File: config.mk
export PLATFORM = sky130hd
export DESIGN_NAME = nfc_seq
export DESIGN_NICKNAME = d
export VERILOG_FILES = /design/src/rtl/nfc_seq_pkg.sv /design/src/rtl/nfc_seq_rb_mon.sv /design/src/rtl/nfc_seq.sv
export SDC_FILE = /design/constraint.sdc
export NUM_CORES = 1
export LEC_CHECK = 0
export ABC_AREA = 1
export BUFFER_PORTS_ARGS = -buffer_cell sky130_fd_sc_hd__buf_4
export CELL_PAD_IN_SITES_DETAIL_PLACEMENT = 0
export CELL_PAD_IN_SITES_GLOBAL_PLACEMENT = 1
export CORE_ASPECT_RATIO = 1.5
export CORE_MARGIN = 2
export CORE_UTILIZATION = 40
export DETAILED_ROUTE_END_ITERATION = 10
export GPL_ROUTABILITY_DRIVEN = 0
export PLACE_DENSITY = 0.89
export SLEW_MARGIN = 20
export SYNTH_ARGS = -nofsm -noshare
export SYNTH_HDL_FRONTEND = slang
export SYNTH_SLANG_ARGS = --single-unit
File: constraint.sdc
create_clock -name clk -period 10.8 [get_ports clk]
set_clock_uncertainty 0.1 [all_clocks]
set_input_delay 2.16 -clock clk [delete_from_list [all_inputs] [get_ports clk]]
set_output_delay 2.16 -clock clk [all_outputs]
set_load 0.02 [all_outputs]
File: src/rtl/nfc_seq_pkg.sv
// nfc_seq_pkg: shared definitions for the NAND operation sequencer.
//   - operation codes accepted on seq_op
//   - NAND command bytes issued through nfc_if
//   - sequencer FSM state encoding
//   - per-op step table (get_step) used to walk each operation
// Optional feature macro: NFC_SEQ_STATUS_CHK_EN appends a status read
// (70h + 1-byte read) to PROGRAM and ERASE.
package nfc_seq_pkg;

  localparam logic [2:0] OP_RD_STATUS = 3'd0;
  localparam logic [2:0] OP_PAGE_READ = 3'd1;
  localparam logic [2:0] OP_PROGRAM   = 3'd2;
  localparam logic [2:0] OP_ERASE     = 3'd3;
  localparam logic [2:0] OP_READ_ID   = 3'd4;

  localparam logic [7:0] CMD_READ1  = 8'h00;
  localparam logic [7:0] CMD_READ2  = 8'h30;
  localparam logic [7:0] CMD_PROG1  = 8'h80;
  localparam logic [7:0] CMD_PROG2  = 8'h10;
  localparam logic [7:0] CMD_ERASE1 = 8'h60;
  localparam logic [7:0] CMD_ERASE2 = 8'hD0;
  localparam logic [7:0] CMD_STATUS = 8'h70;
  localparam logic [7:0] CMD_READID = 8'h90;

  typedef enum logic [3:0] {
    S_IDLE, S_CMD, S_CMD_W, S_ADDR, S_ADDR_W,
    S_DATA, S_DATA_W, S_RB_BLANK, S_RB_WAIT, S_DONE
  } state_e;

  typedef enum logic [2:0] {STP_END, STP_CMD, STP_ADDR, STP_DATA, STP_RB} stp_e;

  // One entry of an operation's step list.
  //   wr   : data step direction (1 = write to flash)
  //   stat : data step is a 1-byte status read (captured into seq_status)
  typedef struct packed {
    stp_e       kind;
    logic [7:0] cmd;
    logic       wr;
    logic       stat;
  } step_t;

  function automatic step_t stp(stp_e k, logic [7:0] c, logic w, logic s);
    step_t r;
    r.kind = k;
    r.cmd  = c;
    r.wr   = w;
    r.stat = s;
    return r;
  endfunction

  function automatic logic op_legal(logic [2:0] op);
    return op <= OP_READ_ID;
  endfunction

  // Step idx of operation op; anything past the end of a list is STP_END.
  function automatic step_t get_step(logic [2:0] op, logic [2:0] idx);
    step_t s;
    s = stp(STP_END, 8'h00, 1'b0, 1'b0);
    case (op)
      OP_RD_STATUS: case (idx)
        3'd0: s = stp(STP_CMD,  CMD_STATUS, 1'b0, 1'b0);
        3'd1: s = stp(STP_DATA, 8'h00,      1'b0, 1'b1);
        default: ;
      endcase
      OP_PAGE_READ: case (idx)
        3'd0: s = stp(STP_CMD,  CMD_READ1, 1'b0, 1'b0);
        3'd1: s = stp(STP_ADDR, 8'h00,     1'b0, 1'b0);
        3'd2: s = stp(STP_CMD,  CMD_READ2, 1'b0, 1'b0);
        3'd3: s = stp(STP_RB,   8'h00,     1'b0, 1'b0);
        3'd4: s = stp(STP_DATA, 8'h00,     1'b0, 1'b0);
        default: ;
      endcase
      OP_PROGRAM: case (idx)
        3'd0: s = stp(STP_CMD,  CMD_PROG1, 1'b0, 1'b0);
        3'd1: s = stp(STP_ADDR, 8'h00,     1'b0, 1'b0);
        3'd2: s = stp(STP_DATA, 8'h00,     1'b1, 1'b0);
        3'd3: s = stp(STP_CMD,  CMD_PROG2, 1'b0, 1'b0);
        3'd4: s = stp(STP_RB,   8'h00,     1'b0, 1'b0);
`ifdef NFC_SEQ_STATUS_CHK_EN
        3'd5: s = stp(STP_CMD,  CMD_STATUS, 1'b0, 1'b0);
        3'd6: s = stp(STP_DATA, 8'h00,      1'b0, 1'b1);
`endif
        default: ;
      endcase
      OP_ERASE: case (idx)
        3'd0: s = stp(STP_CMD,  CMD_ERASE1, 1'b0, 1'b0);
        3'd1: s = stp(STP_ADDR, 8'h00,      1'b0, 1'b0);
        3'd2: s = stp(STP_CMD,  CMD_ERASE2, 1'b0, 1'b0);
        3'd3: s = stp(STP_RB,   8'h00,      1'b0, 1'b0);
`ifdef NFC_SEQ_STATUS_CHK_EN
        3'd4: s = stp(STP_CMD,  CMD_STATUS, 1'b0, 1'b0);
        3'd5: s = stp(STP_DATA, 8'h00,      1'b0, 1'b1);
`endif
        default: ;
      endcase
      OP_READ_ID: case (idx)
        3'd0: s = stp(STP_CMD,  CMD_READID, 1'b0, 1'b0);
        3'd1: s = stp(STP_ADDR, 8'h00,      1'b0, 1'b0);
        3'd2: s = stp(STP_DATA, 8'h00,      1'b0, 1'b0);
        default: ;
      endcase
      default: ;
    endcase
    return s;
  endfunction

endpackage

File: src/rtl/nfc_seq_rb_mon.sv
// nfc_rb_mon: R/B# monitor for the sequencer.
//   clk, rst  : clock, async active-high reset
//   nf_rb     : raw R/B# from the pad (0 = busy)
//   rb_arm    : one-cycle pulse, starts a new wait (blank window + timeout)
//   rb_ready  : blank window over and synchronised R/B# high
//   rb_tout   : timeout counter saturated (2^RB_TOUT_W-1 cycles after blank)
module nfc_rb_mon #(
  parameter int RB_BLANK  = 16,
  parameter int RB_TOUT_W = 20
) (
  input  logic clk,
  input  logic rst,
  input  logic nf_rb,
  input  logic rb_arm,
  output logic rb_ready,
  output logic rb_tout
);

  localparam int BLANK_W = (RB_BLANK < 2) ? 1 : $clog2(RB_BLANK + 1);

  logic [1:0]           sync_q;
  logic [BLANK_W-1:0]   blank_q;
  logic [RB_TOUT_W-1:0] tout_q;
  logic                 blank_done;

  assign blank_done = (blank_q == '0);
  assign rb_tout    = &tout_q;
  assign rb_ready   = blank_done && sync_q[1];

  always_ff @(posedge clk or posedge rst) begin
    if (rst) begin
      sync_q  <= 2'b00;
      blank_q <= '0;
      tout_q  <= '0;
    end else begin
      sync_q <= {sync_q[0], nf_rb};
      if (rb_arm) begin
        blank_q <= BLANK_W'(RB_BLANK);
        tout_q  <= '0;
      end else begin
        if (!blank_done) blank_q <= blank_q - 1'b1;
        // timeout only runs once the tWB blank window has elapsed
        if (blank_done && !rb_tout) tout_q <= tout_q + 1'b1;
      end
    end
  end

endmodule

File: src/rtl/nfc_seq.sv
// nfc_seq: NAND operation sequencer feeding nfc_if.
// Expands one host operation (RD_STATUS, PAGE_READ, PROGRAM, ERASE,
// READ_ID) into ordered cmd / addr / data step requests, waiting on each
// nfif_*_done pulse and on R/B# between steps.
// Ports:
//   host side : seq_start, seq_op, seq_col_addr, seq_row_addr, seq_addr_cnt,
//               seq_dat_cnt -> seq_busy, seq_done, seq_err, seq_status
//   pad       : nf_rb (raw R/B#)
//   nfc_if    : nfc_cmd_en/addr_en/dat_en + step fields out,
//               nfif_*_done, nfif_data_wr, nfif_data_out in
// Optional feature macro: NFC_SEQ_STATUS_CHK_EN (status check after
// PROGRAM / ERASE; step list lives in nfc_seq_pkg::get_step).
module nfc_seq
  import nfc_seq_pkg::*;
#(
  parameter int DAT_WID   = 8,
  parameter int SFR_WID   = 8,
  parameter int RB_BLANK  = 16,
  parameter int RB_TOUT_W = 20
) (
  input  logic               clk,
  input  logic               rst,
  input  logic               seq_start,
  input  logic [2:0]         seq_op,
  input  logic [31:0]        seq_col_addr,
  input  logic [31:0]        seq_row_addr,
  input  logic [5:0]         seq_addr_cnt,
  input  logic [13:0]        seq_dat_cnt,
  output logic               seq_busy,
  output logic               seq_done,
  output logic [2:0]         seq_err,
  output logic [7:0]         seq_status,
  input  logic               nf_rb,
  output logic               nfc_cmd_en,
  output logic               nfc_addr_en,
  output logic               nfc_dat_en,
  output logic [SFR_WID-1:0] nfc_if_cmd,
  output logic [31:0]        nfc_col_addr,
  output logic [31:0]        nfc_row_addr,
  output logic [5:0]         nfc_addr_cnt,
  output logic [13:0]        nfc_dat_cnt,
  output logic               nfc_dat_dir,
  input  logic               nfif_cmd_done,
  input  logic               nfif_addr_done,
  input  logic               nfif_dat_done,
  input  logic               nfif_data_wr,
  input  logic [DAT_WID-1:0] nfif_data_out
);

  state_e             state_q, state_d;
  logic [2:0]         step_q, step_d;
  logic [2:0]         op_q, op_d;
  logic [31:0]        col_q, col_d, row_q, row_d;
  logic [5:0]         acnt_q, acnt_d;
  logic [13:0]        dcnt_q, dcnt_d;
  logic [2:0]         err_q, err_d;
  logic [7:0]         status_q, status_d;
  logic               stat_rd_q, stat_rd_d;
  logic [SFR_WID-1:0] ncmd_q, ncmd_d;
  logic [31:0]        ncol_q, ncol_d, nrow_q, nrow_d;
  logic [5:0]         nacnt_q, nacnt_d;
  logic [13:0]        ndcnt_q, ndcnt_d;
  logic               ndir_q, ndir_d;

  logic [2:0] lk_op, lk_idx;
  step_t      nxt;
  logic       adv;
  logic       rb_ready, rb_tout;

  // Step lookup: in IDLE the first step of the incoming op, otherwise the
  // step after the one currently in flight.
  assign lk_op  = (state_q == S_IDLE) ? seq_op : op_q;
  assign lk_idx = (state_q == S_IDLE) ? 3'd0 : step_q + 3'd1;

  // RB_BLANK is a single arming cycle; the blank window itself is counted
  // inside the monitor while the FSM sits in RB_WAIT.
  nfc_rb_mon #(
    .RB_BLANK  (RB_BLANK),
    .RB_TOUT_W (RB_TOUT_W)
  ) u_rb_mon (
    .clk      (clk),
    .rst      (rst),
    .nf_rb    (nf_rb),
    .rb_arm   (state_q == S_RB_BLANK),
    .rb_ready (rb_ready),
    .rb_tout  (rb_tout)
  );

  always_comb begin
    state_d   = state_q;
    step_d    = step_q;
    op_d      = op_q;
    col_d     = col_q;
    row_d     = row_q;
    acnt_d    = acnt_q;
    dcnt_d    = dcnt_q;
    err_d     = err_q;
    status_d  = status_q;
    stat_rd_d = stat_rd_q;
    ncmd_d    = ncmd_q;
    ncol_d    = ncol_q;
    nrow_d    = nrow_q;
    nacnt_d   = nacnt_q;
    ndcnt_d   = ndcnt_q;
    ndir_d    = ndir_q;
    nxt       = get_step(lk_op, lk_idx);
    adv       = 1'b0;

    case (state_q)
      S_IDLE: if (seq_start) begin
        op_d   = seq_op;
        col_d  = seq_col_addr;
        row_d  = seq_row_addr;
        acnt_d = seq_addr_cnt;
        dcnt_d = seq_dat_cnt;
        step_d = 3'd0;
        err_d  = 3'b000;
        if (!op_legal(seq_op)) begin
          err_d   = 3'b100;
          state_d = S_DONE;
        end else begin
          adv = 1'b1;
        end
      end
      S_CMD:    state_d = S_CMD_W;
      S_CMD_W:  if (nfif_cmd_done) adv = 1'b1;
      S_ADDR:   state_d = S_ADDR_W;
      S_ADDR_W: if (nfif_addr_done) adv = 1'b1;
      S_DATA:   state_d = S_DATA_W;
      S_DATA_W: begin
        if (stat_rd_q && nfif_data_wr) begin
          status_d = nfif_data_out[7:0];
          if (nfif_data_out[0]) err_d[0] = 1'b1;
        end
        if (nfif_dat_done) adv = 1'b1;
      end
      S_RB_BLANK: state_d = S_RB_WAIT;
      S_RB_WAIT: begin
        if (rb_ready) begin
          adv = 1'b1;
        end else if (rb_tout) begin
          err_d[1] = 1'b1;
          state_d  = S_DONE;
        end
      end
      S_DONE:  state_d = S_IDLE;
      default: state_d = S_IDLE;
    endcase

    if (adv) begin
      if (state_q != S_IDLE) step_d = step_q + 3'd1;
      case (nxt.kind)
        STP_CMD: begin
          state_d = S_CMD;
          ncmd_d  = SFR_WID'(nxt.cmd);
        end
        STP_ADDR: begin
          state_d = S_ADDR;
          ncol_d  = col_q;
          nrow_d  = row_q;
          nacnt_d = acnt_q;
          if (op_q == OP_ERASE) nacnt_d = {acnt_q[5:3], 3'b000};
          if (op_q == OP_READ_ID) begin
            ncol_d  = 32'd0;
            nacnt_d = 6'b000_001;
          end
        end
        STP_DATA: begin
          state_d   = S_DATA;
          ndcnt_d   = nxt.stat ? 14'd1 : dcnt_q;
          ndir_d    = nxt.wr;
          stat_rd_d = nxt.stat;
        end
        STP_RB:  state_d = S_RB_BLANK;
        default: state_d = S_DONE;
      endcase
    end
  end

  always_ff @(posedge clk or posedge rst) begin
    if (rst) begin
      state_q   <= S_IDLE;
      step_q    <= 3'd0;
      op_q      <= 3'd0;
      col_q     <= 32'd0;
      row_q     <= 32'd0;
      acnt_q    <= 6'd0;
      dcnt_q    <= 14'd0;
      err_q     <= 3'b000;
      status_q  <= 8'h00;
      stat_rd_q <= 1'b0;
      ncmd_q    <= '0;
      ncol_q    <= 32'd0;
      nrow_q    <= 32'd0;
      nacnt_q   <= 6'd0;
      ndcnt_q   <= 14'd0;
      ndir_q    <= 1'b0;
    end else begin
      state_q   <= state_d;
      step_q    <= step_d;
      op_q      <= op_d;
      col_q     <= col_d;
      row_q     <= row_d;
      acnt_q    <= acnt_d;
      dcnt_q    <= dcnt_d;
      err_q     <= err_d;
      status_q  <= status_d;
      stat_rd_q <= stat_rd_d;
      ncmd_q    <= ncmd_d;
      ncol_q    <= ncol_d;
      nrow_q    <= nrow_d;
      nacnt_q   <= nacnt_d;
      ndcnt_q   <= ndcnt_d;
      ndir_q    <= ndir_d;
    end
  end

  assign seq_busy     = (state_q != S_IDLE);
  assign seq_done     = (state_q == S_DONE);
  assign seq_err      = err_q;
  assign seq_status   = status_q;
  assign nfc_cmd_en   = (state_q == S_CMD);
  assign nfc_addr_en  = (state_q == S_ADDR);
  assign nfc_dat_en   = (state_q == S_DATA);
  assign nfc_if_cmd   = ncmd_q;
  assign nfc_col_addr = ncol_q;
  assign nfc_row_addr = nrow_q;
  assign nfc_addr_cnt = nacnt_q;
  assign nfc_dat_cnt  = ndcnt_q;
  assign nfc_dat_dir  = ndir_q;

endmodule
==> impl_results.md <==
- Area delta synth->final: 25.90%
- Antenna violations before repair: 2
- Row cnt: 70
- Register area share after synthesis: 0.5698
- Starting Density: 0.4033
- TritonCTS clock tree: built
- Worst hold margin: 0.2471 ns
- Total number of vias: 7930
- Critical path class: in2reg
- Syn Inst Count: 1128
- Top Ports: 212
- Max incr delay on CP: 0.83 ns
- 1st-iter DRT viols: 348
- Chip width: 131.5 um
- Final min period: 4.716 ns
- Pre-antenna DRT Iters: 5
- Max frequency: 0.2120 GHz
- Die Y: 195.2 um
- Flop and latch count out of synthesis: 222
- Setup TNS: 0 ns
- First-pass GRT wire length: 38690 um
- Largest net degree at the start of global routing: 143
- Core area: 0.02417 sq mm
- Run status: finished clean
- Post-CTS sizing: 0
- H-tree Lvls: 1
- Worst Setup Start Kind: primary input
- Period utilisation layout: 0.4367
- Finished Cell Area: 0.01227 sq mm
- Crit path DAT: 5.03 ns
- CP required: 11.11 ns
- # port buffers: 207
- Post-DP HPWL: 16340 um
- NumNets Final: 1424
- Final Hold Viols: 0
- DRC: 0
- Finished Layout Cells: 1657
- Buf/Inv on CP: 3
- Clk sink count: 222
- RSZ-0062 raised after global routing: false
- PwrDens: 282.4 mW/mm^2
- Slew Limit Fails: 0
- Hold buffer count at CTS: 0
- Antenna cells: 0
- Layout cells sized above 1: 0.2326
- CP top delay family: simple AND/OR/NAND/NOR gates
- Maximum root-to-sink buffer count: 3
- DRT antenna net count: 0
- Tot GR Track Use: 0.1822
- Pleak: 6.365 nW
- Clk slew on worst S/H paths: 0.06 ns
- Most common cell on crit path: buf_4
- CP endpoint kind: flop
- CP Cell Sequence: buf_4 > nand3b_1 > o21ai_0 > and2_1 > nor2_2 > inv_2 > nand3_4 > buf_4 > nand2_1 > o21ai_2
- Worst vdd ir: 0.1358 mV
- Area of the mapped netlist: 0.009749 sq mm
- CP Max Fanout: 79
- Number of global-route vias before repair: 7644
- Routed wire length: 23570 um
- WL per Instance: 14.22 um
- Die ar.: 0.02566 sq mm
- Min-delay worst type: reg2reg
- Ys Warns: 0
- Post-Place Cells: 1615
- Crit path from: seq_op[2]
- Synth cell types: 37
- Clock Latency Late Sink: 0.50 ns
- CTS buffer count: 22
- Drt via density: 4.786
- Max-cap viol count: 0
- Tightest Pin Transition: 1.045 ns
- Setup Buffers After CTS: 0
- Setup slack, reg-to-reg: 6.88 ns
- Clock root cell: clkbuf_16
- CP max stage cell: buf_4
- Worst slew margin: 0.3034
- Post-DP Area: 0.01145 sq mm
- Grt ovf: 0
- Hold path start: u_rb_mon.sync_q[0]$_DFF_PP0_
- Post-synthesis average cell area: 8.643 sq um
- Final setup fails: 0
final cells by class:
type / instances / area, sq um
Fill cell: 2352 / 11900
Inverter: 89 / 341.6
Sequential cell: 222 / 5555
Timing Repair Buffer: 212 / 1632
Clock buffer: 33 / 673.1
Multi-Input combinational cell: 770 / 3576
Tap cell: 324 / 405.4
Clock inverter: 7 / 91.34
through the flow:
step / util / total power (W) / setup slack [ns]
final: 0.5078 / 0.003466 / 6.084
after CTS: 0.5055 / 0.003507 / 6.014
after floorplan: - / 0.002242 / 2.462
after global placement: 0.4739 / 0.002658 / 5.571
after global routing: 0.5078 / 0.003733 / 5.743
after detailed placement: 0.4739 / 0.002694 / 5.492
cell usage in the layout, fill, tap and decap left out, types with 3 or more instances in the layout:
| master | n |
|---|---|
| nand3b_1 | 16 |
| nand3_1 | 32 |
| nand2_2 | 7 |
| o21a_1 | 3 |
| o21ai_0 | 57 |
| o31ai_1 | 4 |
| clkbuf_16 | 23 |
| clkinv_2 | 3 |
| ha_1 | 4 |
| conb_1 | 4 |
| inv_2 | 7 |
| inv_1 | 81 |
| o21ai_1 | 41 |
| xor2_1 | 5 |
| nand4_1 | 9 |
| o21ai_2 | 31 |
| nor2_1 | 49 |
| clkbuf_8 | 6 |
| clkbuf_1 | 4 |
| nand2_1 | 443 |
| nor2_4 | 4 |
| nand3_2 | 4 |
| nor3_1 | 19 |
| a21oi_1 | 18 |
| nor2_2 | 4 |
| dfrtp_1 | 222 |
| buf_4 | 210 |
| a31oi_1 | 4 |
final timing paths:
path	endpoint	cells past startpoint
worst max-delay path	nfc_addr_cnt[0]$_DFFE_PP0P_	10
worst max register to register	nfc_row_addr[0]$_DFFE_PP0P_	12
worst min-delay path	u_rb_mon.sync_q[1]$_DFF_PP0_	0
min in group asynchronous	nfc_if_cmd[7]$_DFFE_PP0P_	2
worst min register to register	u_rb_mon.sync_q[1]$_DFF_PP0_	0
max in group asynchronous	nfc_row_addr[22]$_DFFE_PP0P_	4
cell usage after synthesis, drive strengths merged:
cell | n | area share
inv | 89 | 0.034
nor3 | 20 | 0.010
conb | 1 | 0.00038
or2 | 1 | 0.00064
nand2 | 451 | 0.18
o221ai | 1 | 0.00090
dfrtp | 222 | 0.57
o22ai | 2 | 0.0013
clkbuf | 25 | 0.0096
a311oi | 1 | 0.00090
a31oi | 4 | 0.0026
o21a | 3 | 0.0023
and2 | 1 | 0.00064
nand4 | 9 | 0.0058
nand3b | 16 | 0.012
nor2 | 57 | 0.025
o21ai | 129 | 0.078
buf | 25 | 0.022
xor2 | 5 | 0.0045
nand3 | 37 | 0.022
ha | 4 | 0.0051
a21oi | 18 | 0.0092
xnor2 | 2 | 0.0018
o31ai | 4 | 0.0031
nor4 | 1 | 0.00064
cell families (layout without fill, tap and decap cells):
family | after synthesis | count (layout) | share of synthesized area
xor+xnor | 7 | 7 | 0.006289
buf+inv | 139 | 341 | 0.06584
flops | 222 | 222 | 0.5698
fa+ha+maj | 4 | 4 | 0.005134
compound gates | 162 | 162 | 0.09843
other cells | 1 | 4 | 0.0003846
simple gates | 593 | 593 | 0.2541
worst register-to-register path, delay by kind of cell, from the launching register on:
kind	cells	cell delay [ns]
flip-flops	1	0.47
AO/OA/AOI/OAI	1	0.07
AND/OR/NAND/NOR	8	2.06
buffers and inverters	2	0.70
adder cells (fa/ha/maj)	1	0.37
state kept, by name, indices dropped and copies added (netlist names), 3 cells and up, named ones only:
name and flops:
seq_status 8, nfc_col_addr 32, nfc_addr_cnt 6, seq_err 3, dcnt_q 14, col_q 32, acnt_q 6, u_rb_mon.tout_q 20
nfc_if_cmd 4, row_q 32, state_q 4, u_rb_mon.blank_q 5, nfc_row_addr 32, op_q 3, nfc_dat_cnt 14
where the power goes:
group	internal [W]	switching, W	total (W)
clock	0.000479	0.000317	0.000796
sequential	0.00114	0.000173	0.00132
combinational	0.000484	0.000867	0.00135
metal layers:
layer	vias to the layer above	wire [um]	track usage	share of wire
met3	45	1303	0.03375	0.055
met5	-	26	0	0.0011
met1	3712	9517	0.2214	0.40
li1	3960	-	-	-
met2	209	12120	0.3277	0.51
met4	4	595	0.05596	0.025
Power figures use the tool's default switching activity.
